==> config.mk <==
export PLATFORM = sky130hd
export DESIGN_NAME = pipe_stage_skid
export DESIGN_NICKNAME = d
export VERILOG_FILES = /design/src/rtl/pipe_pkg.sv /design/src/rtl/pipe_sat_cnt.sv /design/src/rtl/pipe_stage_skid.sv
export SDC_FILE = /design/constraint.sdc
export NUM_CORES = 1
export LEC_CHECK = 0
export CAP_MARGIN = 40
export CORE_MARGIN = 3
export CORE_UTILIZATION = 53
export CTS_BUF_LIST = sky130_fd_sc_hd__clkbuf_8
export CTS_CLUSTER_DIAMETER = 200
export DETAILED_ROUTE_END_ITERATION = 16
export GPL_ROUTABILITY_DRIVEN = 0
export MAX_ROUTING_LAYER = met4
export PLACE_DENSITY = 0.84
export SLEW_MARGIN = 25
export SYNTH_ARGS = -nofsm -noshare
export SYNTH_HDL_FRONTEND = slang
export SYNTH_SLANG_ARGS = --single-unit
==> constraint.sdc <==
create_clock -name clk -period 8.97 [get_ports clk]
set_input_delay 1.794 -clock clk [delete_from_list [all_inputs] [get_ports clk]]
set_output_delay 1.794 -clock clk [all_outputs]
set_load 0.01 [all_outputs]
==> src/rtl/pipe_pkg.sv <==
// rtl/pipe_pkg.sv - shared types and MEM/WB packing constants for pipeline stage registers
package pipe_pkg;

    // Occupancy-encoded state of the skid stage
    typedef enum logic [1:0] {
        EMPTY = 2'd0,
        ONE   = 2'd1,
        FULL  = 2'd2
    } skid_state_t;

    // MEM/WB bundle: {MemtoReg, RegWrite, ReadData[31:0], ALURes[31:0], Rd[4:0]}
    localparam int MEMWB_W        = 71;
    localparam int MEMWB_RD_LSB   = 0;
    localparam int MEMWB_RD_W     = 5;
    localparam int MEMWB_ALU_LSB  = 5;
    localparam int MEMWB_ALU_W    = 32;
    localparam int MEMWB_RDAT_LSB = 37;
    localparam int MEMWB_RDAT_W   = 32;
    localparam int MEMWB_REGW_BIT = 69;
    localparam int MEMWB_M2R_BIT  = 70;

    // Pack the MEM/WB fields into the flat payload carried by pipe_stage_skid
    function automatic logic [MEMWB_W-1:0] memwb_pack(
        input logic        mem_to_reg,
        input logic        reg_write,
        input logic [31:0] read_data,
        input logic [31:0] alu_res,
        input logic [4:0]  rd
    );
        return {mem_to_reg, reg_write, read_data, alu_res, rd};
    endfunction

endpackage

==> src/rtl/pipe_sat_cnt.sv <==
// rtl/pipe_sat_cnt.sv - saturating event counter with asynchronous active-high reset
module pipe_sat_cnt #(
    parameter int CNT_W = 16
) (
    input  logic             clk,
    input  logic             rst,
    input  logic             inc,
    output logic [CNT_W-1:0] cnt
);

    logic [CNT_W-1:0] cnt_q;
    logic [CNT_W-1:0] cnt_d;

    // Count up on inc, stick at all-ones instead of wrapping
    always_comb begin
        cnt_d = cnt_q;
        if (inc && (cnt_q != {CNT_W{1'b1}})) begin
            cnt_d = cnt_q + 1'b1;
        end
    end

    // Counter register
    always_ff @(posedge clk or posedge rst) begin
        if (rst) begin
            cnt_q <= '0;
        end else begin
            cnt_q <= cnt_d;
        end
    end

    assign cnt = cnt_q;

endmodule

==> src/rtl/pipe_stage_skid.sv <==
// rtl/pipe_stage_skid.sv - valid/ready stage register with 2-entry skid buffer and flush; PIPE_PERF_CNT_EN adds stall/flush counters
module pipe_stage_skid
    import pipe_pkg::*;
#(
    parameter int DATA_W = MEMWB_W,
    parameter int CNT_W  = 16
) (
    input  logic              clk,
    input  logic              rst,
    input  logic              flush,
    input  logic              in_valid,
    output logic              in_ready,
    input  logic [DATA_W-1:0] in_data,
    output logic              out_valid,
    input  logic              out_ready,
    output logic [DATA_W-1:0] out_data,
    output logic [1:0]        occupancy
`ifdef PIPE_PERF_CNT_EN
    ,
    output logic [CNT_W-1:0]  stall_cnt,
    output logic [CNT_W-1:0]  flush_cnt
`endif
);

    // Degenerate widths leave an empty marker block behind in the elaborated hierarchy
    if (DATA_W < 1 || CNT_W < 1) begin : g_bad_params
    end

    skid_state_t       state_q;
    skid_state_t       state_d;
    logic [DATA_W-1:0] main_q;
    logic [DATA_W-1:0] main_d;
    logic [DATA_W-1:0] skid_q;
    logic [DATA_W-1:0] skid_d;
    logic              in_fire;
    logic              out_fire;

    assign in_fire  = in_valid & in_ready;
    assign out_fire = out_valid & out_ready;

    // State register
    always_ff @(posedge clk or posedge rst) begin
        if (rst) begin
            state_q <= EMPTY;
        end else begin
            state_q <= state_d;
        end
    end

    // Payload registers; flush only kills validity, contents are left as-is
    always_ff @(posedge clk or posedge rst) begin
        if (rst) begin
            main_q <= '0;
            skid_q <= '0;
        end else begin
            main_q <= main_d;
            skid_q <= skid_d;
        end
    end

    // Next state and payload movement; flush overrides any transfer this cycle
    always_comb begin
        state_d = state_q;
        main_d  = main_q;
        skid_d  = skid_q;
        if (flush) begin
            state_d = EMPTY;
        end else begin
            case (state_q)
                EMPTY: begin
                    if (in_fire) begin
                        main_d  = in_data;
                        state_d = ONE;
                    end
                end
                ONE: begin
                    if (in_fire && out_fire) begin
                        main_d = in_data;
                    end else if (in_fire) begin
                        skid_d  = in_data;
                        state_d = FULL;
                    end else if (out_fire) begin
                        state_d = EMPTY;
                    end
                end
                FULL: begin
                    if (out_fire) begin
                        main_d  = skid_q;
                        state_d = ONE;
                    end
                end
                default: begin
                    state_d = EMPTY;
                end
            endcase
        end
    end

    // Handshake outputs decode straight from the state flops, so in_ready never sees out_ready
    always_comb begin
        out_valid = (state_q != EMPTY);
        in_ready  = (state_q != FULL);
        case (state_q)
            ONE:     occupancy = 2'd1;
            FULL:    occupancy = 2'd2;
            default: occupancy = 2'd0;
        endcase
    end

    assign out_data = main_q;

`ifdef PIPE_PERF_CNT_EN
    logic stall_inc;
    logic flush_inc;

    assign stall_inc = out_valid & ~out_ready;
    assign flush_inc = flush & (state_q != EMPTY);

    pipe_sat_cnt #(
        .CNT_W (CNT_W)
    ) u_stall_cnt (
        .clk (clk),
        .rst (rst),
        .inc (stall_inc),
        .cnt (stall_cnt)
    );

    pipe_sat_cnt #(
        .CNT_W (CNT_W)
    ) u_flush_cnt (
        .clk (clk),
        .rst (rst),
        .inc (flush_inc),
        .cnt (flush_cnt)
    );
`endif

endmodule

==> flow_summary.json, run 1 <==
{
  "drv_cap": 0,
  "finClkSkew_ns": 0.009411,
  "setup_violations": 0,
  "hold_depth": 1,
  "via_count": 3831,
  "cp_top_family": "buffers and inverters",
  "drive_above_1_share_pct": 45.20,
  "hold_viol": 0,
  "cts-hold-fix-buffers": 0,
  "r2r_end": "out_data[27]",
  "core_um2": 11610,
  "syn_inst": 395,
  "met3_usage_pct": 7.409,
  "busiest_layer": "met2",
  "cts_resized": 0,
  "final_util_pct": 72.76,
  "rows": 39,
  "critPathRequiredTime_ns": 7.18,
  "total_power_w": 0.001893,
  "crit_type": "reg2out",
  "crit_buf_inv": 4,
  "internal_power_w": 0.001410,
  "initial_utilization_pct": 55.33,
  "timing.rr.start": "state_q[0]",
  "rsz0062_at_grt": "no",
  "ir_worst_vdd_v": 0.0001430,
  "syn_area_per_cell_um2": 16.27,
  "grtUsageTotal_pct": 21.39,
  "cp-end-kind": "output port",
  "cts_sinks": 144,
  "die_w_um": 116.1,
  "hold_slack_ns": 0.5037,
  "grt_util_met1_pct": 26.64,
  "rrSetupSlack_ns": 6.54,
  "fp.dieH_um": 116.1,
  "worstMarginPinSlew_ns": 0.7868,
  "cts_tree": "yes",
  "period_needed_ns": 4.542,
  "ant_nets": 0,
  "drc_errors": 0,
  "grt-ovfl-total": 0,
  "reg2reg_depth": 6,
  "slew_headroom_pct": 47.55,
  "cts-root-buf": "clkbuf_8",
  "met2_usage_pct": 32.91,
  "outcome": "finished, final reports clean",
  "p_switching_w": 0.0004831,
  "synth_nets": 471,
  "p_seq_share_pct": 47.5,
  "swShare_pct": 25.52,
  "dr.pass1.iters": 4,
  "antennaDiodeCount": 0,
  "fin_nets": 625,
  "seq_area_um2": 3603,
  "fill_cells": 809,
  "fmax_ghz": 0.2202,
  "grt_pass1_vias": 4195,
  "first_iter_violations": 179,
  "ioPinCount": 151,
  "via_per_inst": 5.434,
  "area_growth_pct": 31.50,
  "synth.distinct_cells": 22,
  "grt_max_degree": 73,
  "totalWireLength_mm": 13.33,
  "finalCritPeriodShare_pct": 50.64,
  "path_max_fanout": 41,
  "insertion_delay_ns": 0.45,
  "hold_end": "skid_q[2]",
  "post_cts_buffers": 0,
  "crit_slowest_cell": "clkdlybuf4s50_1",
  "yosysSeqAreaShare_pct": 56.07,
  "hp-start": "skid_q[2]",
  "clockBufferDepth": 2,
  "portBuffers": 150,
  "p_comb_share_pct": 24.9,
  "yosys_warnings": 0,
  "numCtsBuffers": 17,
  "start_kind": "flip-flop",
  "ys_ff_latch": 144,
  "leakagePower_nw": 3.650,
  "hpwlAfterDp_mm": 9.085,
  "wl_per_cell_um": 18.91,
  "synth_area_um2": 6426,
  "pwr-share-clk_pct": 27.6,
  "path_cells": "nand2b_2 > buf_16 > inv_2 > buf_4 > clkdlybuf4s50_1",
  "numPlacedInstances": 672,
  "htree_levels": 4,
  "hold_class": "reg2reg",
  "antenna_found_initial": 0,
  "worstPathArrival_ns": 2.75,
  "grt_pass1_wl_mm": 21.46,
  "multi_input_area_um2": 2644,
  "cpPeakStageDelay_ns": 0.65,
  "clkTransAtPathRegs_ns": 0.07,
  "finalSetupTns_ns": 0,
  "final_max_slew_viol_count": 0,
  "layoutNonFillerInstCount": 705,
  "dieArea_um2": 13480,
  "p_per_area_nw_per_um2": 224.0
}
## layout make-up
| cell class | instances | share of cell area, % |
|---|---|---|
| clock buffer | 19 | 3.094 |
| multi-input combinational | 227 | 31.29 |
| inverter | 2 | 0.1481 |
| tap | 143 | 2.117 |
| clock inverter | 13 | 1.703 |
| sequential | 144 | 42.64 |
| timing repair buffer | 157 | 19.01 |
## stage by stage
step | setup slack [ns] | cell area (µm²)
2_1_floorplan | 3.310 | 6426
3_3_place_gp | 4.749 | 7970
3_5_place_dp | 4.747 | 8018
4_1_cts | 4.244 | 8423
5_1_grt | 4.293 | 8451
6_report | 4.428 | 8451
## cell usage after synthesis
library cell	n	share of area (%)
mux2_4	32	7.5
and2b_2	1	0.14
nand2b_1	1	0.097
nor4b_1	1	0.14
or4bb_1	1	0.18
buf_4	1	0.12
o31ai_4	1	0.33
or3b_2	1	0.14
inv_2	1	0.058
inv_1	1	0.058
a21oi_1	1	0.078
dfrtp_1	144	56
o31ai_1	1	0.12
nand2_1	2	0.12
buf_6	11	1.9
nor2_1	1	0.058
or2_2	1	0.097
mux2i_1	1	0.16
buf_2	10	0.78
mux2_1	6	1.1
o21ba_2	1	0.16
mux2_2	175	31
## layer usage
metal	wire (µm)	up-vias
met2	6366	120
li1	-	1734
met1	5802	1959
met3	977	18
met4	184	0
met5	0	-
## logic make-up after synthesis
| family | after synthesis | share of synthesized area, % |
|---|---|---|
| flip-flops | 144 | 56.07 |
| AO/OA/AOI/OAI | 4 | 0.6814 |
| multiplexers | 214 | 39.35 |
| buffers and inverters | 24 | 2.940 |
| AND/OR/NAND/NOR | 9 | 0.9542 |
## cells in the final DEF (no fill, tap or decap)
cell             Yosys  layout
mux2_2             175     175
or4bb_1              1       1
inv_6                0       1
buf_16               0       2
clkdlybuf4s50_1      0     150
inv_2                1       1
mux2_1               6       6
dfrtp_1            144     144
buf_4                1       4
nor2_1               1       1
o31ai_4              1       1
clkinv_2             0       7
bufinv_16            0       3
nor4b_1              1       1
clkinvlp_4           0       2
a21oi_1              1       1
buf_12               0       1
inv_1                1       1
nand2b_2             0       1
clkbuf_8             0      19
and2b_2              1       1
nand2_4              0       1
o21ba_2              1       1
or3b_2               1       1
o31ai_1              1       1
nand2_1              2       1
or2_2                1       1
mux2i_1              1       1
mux2_4              32      32
## power by group through the flow
stage          Clock [W]  Sequential, W  Combinational (W)
2_1_floorplan          0       0.000918           0.000226
3_3_place_gp           0       0.000894           0.000460
3_5_place_dp           0       0.000909           0.000477
4_1_cts         0.000535       0.000898           0.000479
5_1_grt         0.000564       0.000918           0.000508
6_report        0.000522       0.000898           0.000472
## worst max-delay path by stage
| stage | from | endpoint | slack [ns] | cells past startpoint |
|---|---|---|---|---|
| CTS | state_q[0] | occupancy[1] | 4.24 | 4 |
| global route | state_q[0] | occupancy[1] | 4.29 | 5 |
| global placement | state_q[0] | occupancy[1] | 4.75 | 4 |
| finish | state_q[0] | occupancy[1] | 4.43 | 5 |
| floorplan | rst | out_data[0] | 3.31 | 1 |
| detailed placement | flush | out_data[27] | 4.75 | 5 |
## sequential cells by signal (all words and copies together), names as in the netlist
| name | cells |
|---|---|
| skid_q | 71 |
| state_q | 2 |
| out_data | 71 |
Note: power is estimated with default switching activity, not from simulation.
==> inputs of run 2 (changes only) <==
Settings changed: CORE_UTILIZATION 53 to 52, PLACE_DENSITY 0.84 to 0.83.
Clock period 8.97 ns to 4.5 ns, I/O delays scaled along.
==> run 2 against run 1 <==
Flip-flop and latch count unchanged. Clock skew decreased by 0.00083 ns. Critical path depth decreased by 1. Routed wire length decreased by 0.19%. First-iteration DRC count decreased by 20%. Final area increased by 0.21%. Via count decreased by 0.50%. Die area increased by 1.8%. Critical endpoint unchanged. Total power increased by 94%. Clock-buffer cell count increased by 2. Final cell count increased by 3.0%. Clock power increased by 79%.
==> flow_summary.json, run 2 (synthesis gave the netlist of run 1 again) <==
{
  "cpPeakStageDelay_ns": 0.57,
  "fin_nets": 627,
  "die_w_um": 117.2,
  "numCtsBuffers": 17,
  "finClkSkew_ns": 0.008582,
  "ioPinCount": 151,
  "grt_pass1_wl_mm": 21.40,
  "ir_worst_vdd_v": 0.0002481,
  "clkTransAtPathRegs_ns": 0.08,
  "slew_headroom_pct": 63.36,
  "totalWireLength_mm": 13.30,
  "rsz0062_at_grt": "no",
  "worstPathArrival_ns": 2.19,
  "dr.pass1.iters": 4,
  "fill_cells": 832,
  "cp-end-kind": "output port",
  "setup_violations": 0,
  "finalCritPeriodShare_pct": 68.61,
  "fp.dieH_um": 117.2,
  "crit_slowest_cell": "clkdlybuf4s50_1",
  "via_count": 3812,
  "wl_per_cell_um": 18.33,
  "fmax_ghz": 0.3239,
  "cts_sinks": 144,
  "grt_pass1_vias": 4243,
  "grt-ovfl-total": 0,
  "critPathRequiredTime_ns": 3.60,
  "cts_tree": "yes",
  "antennaDiodeCount": 0,
  "final_cell_mix": "175 x mux2_2, 150 x clkdlybuf4s50_1, 144 x dfrtp_1, 32 x mux2_4, 21 x clkbuf_8",
  "portBuffers": 150,
  "antenna_found_initial": 0,
  "numPlacedInstances": 695,
  "hold_class": "reg2reg",
  "initial_utilization_pct": 54.64,
  "grt_max_degree": 64,
  "grtUsageTotal_pct": 21.18,
  "rrSetupSlack_ns": 2.07,
  "htree_levels": 4,
  "hpwlAfterDp_mm": 9.017,
  "drc_errors": 0,
  "worstMarginPinSlew_ns": 0.5496,
  "path_max_fanout": 26,
  "post_cts_buffers": 0,
  "period_needed_ns": 3.088,
  "drv_cap": 0,
  "drive_above_1_share_pct": 44.84,
  "hold_viol": 0,
  "cts-hold-fix-buffers": 0,
  "insertion_delay_ns": 0.44,
  "dieArea_um2": 13730,
  "start_kind": "flip-flop",
  "final_util_pct": 72.01,
  "leakagePower_nw": 3.648,
  "finalSetupTns_ns": 0,
  "clockBufferDepth": 2,
  "outcome": "finished, final reports clean",
  "cts_resized": 0,
  "final_max_slew_viol_count": 0,
  "ant_nets": 0,
  "layoutNonFillerInstCount": 726,
  "via_per_inst": 5.251,
  "p_per_area_nw_per_um2": 433.5,
  "core_um2": 11760,
  "final_common_cell": "mux2_2",
  "area_growth_pct": 31.78,
  "cts-root-buf": "clkbuf_8",
  "first_iter_violations": 144,
  "crit_type": "reg2out",
  "rows": 39,
  "path_cells": "nand2b_2 > buf_12 > inv_2 > clkdlybuf4s50_1"
}
-- run 2: cell types whose count changed in the layout (fill, tap and decap cells not counted), sizes merged --
cell	before	now
buf	7	9
bufinv	3	1
clkbuf	19	21
clkinv	7	4
inv	3	4
-- run 2: final cells by class --
type | count | area [µm²] | area share (%)
sequential | 144 | 3603 | 42.55
timing repair buffer | 159 | 1647 | 19.44
inverter | 2 | 11.26 | 0.1330
clock buffer | 21 | 289.0 | 3.413
tap | 164 | 205.2 | 2.423
multi-input combinational | 227 | 2644 | 31.22
clock inverter | 9 | 68.82 | 0.8126
-- run 2: metrics by stage --
| stage | total power (W) | worst slack (ns) | cell area (µm²) | hold WS, ns |
|---|---|---|---|---|
| 2_1_floorplan | 0.002281 | 1.795 | 6430 | 0.4737 |
| 3_3_place_gp | 0.002703 | 1.179 | 8028 | 0.4805 |
| 3_5_place_dp | 0.002763 | 1.368 | 8090 | 0.4818 |
| 4_1_cts | 0.003708 | 1.386 | 8448 | 0.5048 |
| 5_1_grt | 0.003861 | 1.299 | 8468 | 0.5175 |
| 6_report | 0.003671 | 1.412 | 8468 | 0.5028 |
-- run 2: layer usage --
layer  GRT usage [%]  vias up  routed length, µm
met5               -        -                  0
met4           5.505        0                138
met3           7.609       14               1051
met2           32.84      128               6262
met1           26.60     1933               5851
li1                -     1737                  -
-- run 2: final timing paths --
path,from,end,cells past startpoint
worst max-delay path,state_q[0],occupancy[1],4
worst max register to register,state_q[0],out_data[26],6
max in group asynchronous,rst,skid_q[33],5
worst min register to register,skid_q[44],skid_q[44],1
min in group asynchronous,rst,out_data[10],2
worst min-delay path,skid_q[44],skid_q[44],1
-- run 2: where the power goes --
group	switching [W]	internal (W)	total (W)
Clock	0.000456	0.000479	0.000935
Sequential	0.000175	0.00162	0.00179
Combinational	0.000314	0.000629	0.000944
-- run 2: worst max-delay path, delay by kind of cell, from the launching register on --
kind                   cells  cell delay (ns)
flip-flops                 1             0.49
AND/OR/NAND/NOR            1             0.36
buffers and inverters      3             0.86
==> inputs of run 3 (changes only) <==
Settings changed: CORE_UTILIZATION 52 to 47, PLACE_DENSITY 0.83 to 0.79.
Clock period 4.5 ns to 2.65 ns, I/O delays scaled along.
==> run 3 against run 2 <==
Routed wire length down 1.7%. First-iteration DRC count up 44%. Critical path depth down 1. Clock power up 58%. Combinational power up 71%. Core utilization down 7.9 points. Largest cell class unchanged.
==> flow_summary.json, run 3 (synthesis gave the netlist of run 1 again) <==
{
  "rows": 42,
  "final_cell_mix": "175 x mux2_2, 150 x clkdlybuf4s50_1, 144 x dfrtp_1, 32 x mux2_4, 21 x clkbuf_8",
  "final_max_slew_viol_count": 0,
  "core_um2": 13300,
  "hold_viol": 0,
  "via_count": 3848,
  "drive_above_1_share_pct": 45.26,
  "cts-hold-fix-buffers": 0,
  "finalSetupTns_ns": 0,
  "antenna_found_initial": 0,
  "crit_slowest_cell": "clkdlybuf4s50_1",
  "cts_tree": "yes",
  "numCtsBuffers": 17,
  "ioPinCount": 151,
  "p_comb_share_pct": 26.2,
  "p_switching_w": 0.001581,
  "p_per_area_nw_per_um2": 718.6,
  "rsz0062_at_grt": "no",
  "fin_nets": 634,
  "fmax_ghz": 0.4027,
  "first_iter_violations": 207,
  "insertion_delay_ns": 0.43,
  "grt-ovfl-total": 0,
  "wl_per_cell_um": 17.53,
  "dr.pass1.iters": 4,
  "totalWireLength_mm": 13.08,
  "hpwlAfterDp_mm": 9.147,
  "path_cells": "nand2b_2 > buf_4 > clkdlybuf4s50_1",
  "cpPeakStageDelay_ns": 0.57,
  "cp-end-kind": "output port",
  "setup_ws_ns": 0.1667,
  "crit_type": "reg2out",
  "grt_max_degree": 48,
  "path_max_fanout": 12,
  "dieArea_um2": 15110,
  "critPathRequiredTime_ns": 2.12,
  "cts_sinks": 144,
  "ant_nets": 0,
  "cp_top_family": "buffers and inverters",
  "drc_errors": 0,
  "place_ws_ns": 0.09961,
  "via_per_inst": 5.158,
  "initial_utilization_pct": 48.33,
  "pwr-share-clk_pct": 24.2,
  "clkTransAtPathRegs_ns": 0.07,
  "start_kind": "flip-flop",
  "htree_levels": 4,
  "slew_headroom_pct": 56.76,
  "clockBufferDepth": 2,
  "period_needed_ns": 2.483,
  "die_w_um": 122.9,
  "leakagePower_nw": 3.674,
  "finalCritPeriodShare_pct": 93.71,
  "hold_class": "reg2reg",
  "fill_cells": 975,
  "swShare_pct": 25.80,
  "antennaDiodeCount": 0,
  "worstMarginPinSlew_ns": 0.6473,
  "worstPathArrival_ns": 1.95,
  "portBuffers": 150,
  "area_growth_pct": 32.67,
  "cts_resized": 0,
  "finClkSkew_ns": 0.008797,
  "internal_power_w": 0.004546,
  "outcome": "finished, final reports clean",
  "post_cts_buffers": 0,
  "grt_pass1_wl_mm": 20.82,
  "cts-root-buf": "clkbuf_8",
  "grtUsageTotal_pct": 18.52,
  "crit_buf_inv": 2,
  "drv_cap": 0,
  "final_common_cell": "mux2_2",
  "ir_worst_vdd_v": 0.0003061,
  "fp.dieH_um": 122.9,
  "grt_pass1_vias": 4101,
  "setup_violations": 0,
  "p_seq_share_pct": 49.6
}
run 3: cell count changes in the layout (fill, tap and decap cells not counted):
| cell | change |
|---|---|
| buf_8 | -1 |
| clkinvlp_4 | +1 |
| inv_1 | +2 |
| buf_12 | +3 |
| buf_4 | +6 |
| buf_16 | -1 |
| bufinv_16 | -1 |
| clkinv_2 | -1 |
run 3: through the flow:
stage               instances  hold slack [ns]  total power, W  area [µm²]  util (%)
CTS                       746           0.5042        0.006205        8526     64.13
finish                    746           0.5008        0.006127        8526     64.13
global placement          715           0.4766        0.004613        8188     61.58
global route              746           0.5113        0.006459        8526     64.13
floorplan                 395           0.4737        0.003873        6430         -
detailed placement        715           0.4740        0.004701        8188     61.58
run 3: per-layer routing:
layer  up-vias  share of wire [%]  global-route usage [%]
met5         -                  0                       -
met2       108                 46                   27.74
met4         0                1.4                   7.138
met1      1980                 47                   24.58
met3        15                5.5                   4.483
li1       1745                  -                       -
run 3: final timing paths:
kind                             from           end  slack (ns)  cells past startpoint
setup / recovery           state_q[0]      in_ready        0.17                      3
hold / removal              skid_q[6]     skid_q[6]        0.50                      1
setup reg to reg           state_q[1]  out_data[27]        0.72                      4
hold reg to reg             skid_q[6]     skid_q[6]        0.50                      1
max in group asynchronous         rst    skid_q[69]        1.52                      3
min in group asynchronous         rst    skid_q[18]        0.53                      2
run 3: worst reg2reg max path, delay by kind of cell, from the launching register on:
| kind | cells | cell delay, ns |
|---|---|---|
| buffers and inverters | 1 | 0.27 |
| multiplexers | 1 | 0.36 |
| AND/OR/NAND/NOR | 1 | 0.57 |
| AO/OA/AOI/OAI | 1 | 0.16 |
| flip-flops | 1 | 0.46 |
run 3: layout make-up:
class	count	area (µm²)	area share, %
Inverter	2	11.26	0.1321
Multi-Input combinational cell	227	2644	31.01
Clock inverter	10	48.80	0.5724
Timing Repair Buffer	166	1709	20.05
Tap cell	176	220.2	2.583
Clock buffer	21	289.0	3.390
Sequential cell	144	3603	42.27
run 3: power groups by stage:
stage	combinational (W)	clock, W	sequential [W]
6_report	0.00161	0.00148	0.00304
3_3_place_gp	0.00158	0	0.00304
4_1_cts	0.00163	0.00153	0.00304
3_5_place_dp	0.00162	0	0.00308
5_1_grt	0.00171	0.00163	0.00311
2_1_floorplan	0.000764	0	0.00311
==> edit (config.mk and constraints of run 2) <==
Add a define of `PIPE_PERF_CNT_EN`.
--- a/src/rtl/pipe_stage_skid.sv
+++ b/src/rtl/pipe_stage_skid.sv
@@ -1,3 +1,5 @@
 // rtl/pipe_stage_skid.sv - valid/ready stage register with 2-entry skid buffer and flush; PIPE_PERF_CNT_EN adds stall/flush counters
+`define PIPE_PERF_CNT_EN
+
 module pipe_stage_skid
     import pipe_pkg::*;
Behaviour (old outputs only; new: flush_cnt and stall_cnt): unchanged (Yosys induction, for registers that start in step).
==> edit against run 2 <==
- sequential cell count is 32 higher
- setup slack better by 0.071 ns
- area after synthesis up 23%
- clock skew increased by 0.0019 ns
- die area rose by 22%
- cell area grew 22%
- routed wire length is 35% higher
- highest routed layer unchanged
- total power rose by 21%
==> edit: results (changes against run 2) <==
** Setup path
- WP data arrival :: 2.12 ns (-0.07 ns)
- The highest net fanout along the worst path came to 20 (-23%).
- Startpoint of the most critical register-to-register path :: state_q[1]$_DFFE_PP0P_
- R2r endpoint :: out_data[38]$_DFFE_PP0P_

** STA
- The transition at the pin with the smallest max-transition slack is 0.780 ns (+0.230 ns).
- Hold slack :: 0.496 ns (-0.00709 ns)
- Worst-case clock skew :: 0.0105 ns (+0.00193 ns)

** Drt
- DR iter-0 viols :: 369 (+160%)
- Overall routed net length :: 18.0 mm (+35%)
- Detailed-route vias per instance :: 5.37 (+2.2%)

** Placement
- The post-placement worst setup slack is 1.35 ns (-0.0190 ns).
- The placed cell area came to 9880 µm² (+22%).
- Number of buffers inserted by port buffering :: 182 (+21%)
- Final HPWL from detailed placement :: 12.5 mm (+38%)
- Cells after DPL :: 1034 (+49%)

** Logic synthesis
- The number of different library cells in the post-synthesis netlist came to 42 (+91%).
- Leading post-synthesis cells by instance count :: 223 x sky130_fd_sc_hd__nand2_1, 176 x sky130_fd_sc_hd__dfrtp_1, 100 x sky130_fd_sc_hd__mux2_1
- After synthesis, the cell types taking the most area are sky130_fd_sc_hd__dfrtp_1 56%, sky130_fd_sc_hd__mux2_1 14%, sky130_fd_sc_hd__nand2_1 11%.
- Post-synth ARST share :: 1.00 (unchanged)
- Synthesized netlist net count :: 769 (+63%)
- Sequential cell area fraction in the yosys report :: 0.557 (-0.00379)
- The post-synthesis instance total came to 691 (+75%).

** Min path
- End point of the worst hold path :: out_data[47]$_DFFE_PP0P_
- Start point of the worst hold path :: out_data[47]$_DFFE_PP0P_

** Power and ir drop
- The cell leakage power is 4.77 nW (+31%).
- The maximum vdd ir drop is 0.000299 V (+21%).
- The total design power came to 4.45 mW (+21%).

** GRT
- The number of global-route vias before repair came to 6114 (+44%).
- Aggregate global-route resource usage :: 0.233 (+0.0214)
- The global-route wire length before repair came to 29.9 mm (+40%).
- Pin count of the biggest net entering global routing :: 74 (+16%)

** Run status
- The flow ran to the end, and the final reports show no timing, DRC or antenna violations.

** Final layout
- Share of the core filled with cells :: 0.705 (-0.0154)
- The fraction of final layout cells sized beyond drive strength 1 is 0.118 (-0.330).
- Post-Layout Cell Count :: 1066 (+47%)
[edit: cell count changes after synthesis, moves of 7 or more]
cell | run 2 | this run
sky130_fd_sc_hd__mux2_4 | 32 | 1
sky130_fd_sc_hd__clkbuf_1 | 0 | 7
sky130_fd_sc_hd__dfrtp_1 | 144 | 176
sky130_fd_sc_hd__xnor2_1 | 0 | 7
sky130_fd_sc_hd__mux2_1 | 6 | 100
sky130_fd_sc_hd__mux2_2 | 175 | 45
sky130_fd_sc_hd__nor2_1 | 1 | 8
sky130_fd_sc_hd__nand3_1 | 0 | 12
sky130_fd_sc_hd__nand2_1 | 2 | 223
sky130_fd_sc_hd__nor3_1 | 0 | 9
sky130_fd_sc_hd__nand4_1 | 0 | 7
sky130_fd_sc_hd__xor2_1 | 0 | 19
sky130_fd_sc_hd__buf_2 | 10 | 17
[edit: critical path, stage by stage (launching register included)]
cell                              delay, ns
sky130_fd_sc_hd__dfrtp_1               0.55
sky130_fd_sc_hd__nand2b_2              0.48
sky130_fd_sc_hd__clkdlybuf4s50_1       0.63
[edit: per-layer routing]
metal | vias to the layer above | routed length (µm) | global-route usage
met5 | - | 0 | -
met4 | 0 | 250 | 0.0698
li1 | 2668 | - | -
met1 | 2872 | 7530 | 0.283
met2 | 159 | 8920 | 0.383
met3 | 22 | 1290 | 0.0660
[edit: how the worst max path moves through the flow]
stage / from / to / slack [ns]
after CTS: state_q[0]$_DFFE_PP0P_ / in_ready / 1.42
after global placement: in_valid / out_data[27]$_DFFE_PP0P_ / 1.36
after detailed placement: in_valid / out_data[54]$_DFFE_PP0P_ / 1.35
after global routing: state_q[0]$_DFFE_PP0P_ / in_ready / 1.35
after floorplan: rst / out_data[0]$_DFFE_PP0P_ / 1.35
final: state_q[0]$_DFFE_PP0P_ / in_ready / 1.48
[edit: cells by family (layout without fill, tap and decap cells)]
| logic type | after synthesis | count (layout) | share of synthesized area |
|---|---|---|---|
| buffers and inverters | 36 | 227 | 0.0269 |
| AND/OR/NAND/NOR | 293 | 293 | 0.165 |
| XOR/XNOR | 26 | 26 | 0.0288 |
| AO/OA/AOI/OAI | 11 | 11 | 0.00949 |
| adder cells (fa/ha/maj) | 2 | 2 | 0.00316 |
| flip-flops | 176 | 176 | 0.557 |
| multiplexers | 147 | 147 | 0.210 |
[edit: cell type report]
cell class | instances | area share
Inverter | 4 | 0.00181
Timing Repair Buffer | 191 | 0.185
Sequential cell | 176 | 0.425
Clock buffer | 21 | 0.0279
Clock inverter | 11 | 0.0178
Multi-Input combinational cell | 479 | 0.320
Tap cell | 184 | 0.0222
[edit: report_power, final]
part           switching (mW)  total [mW]  internal [mW]
Clock                   0.534        1.25          0.716
Combinational           0.402        1.02          0.621
Sequential              0.238        2.17           1.94
Total                    1.17        4.45           3.27
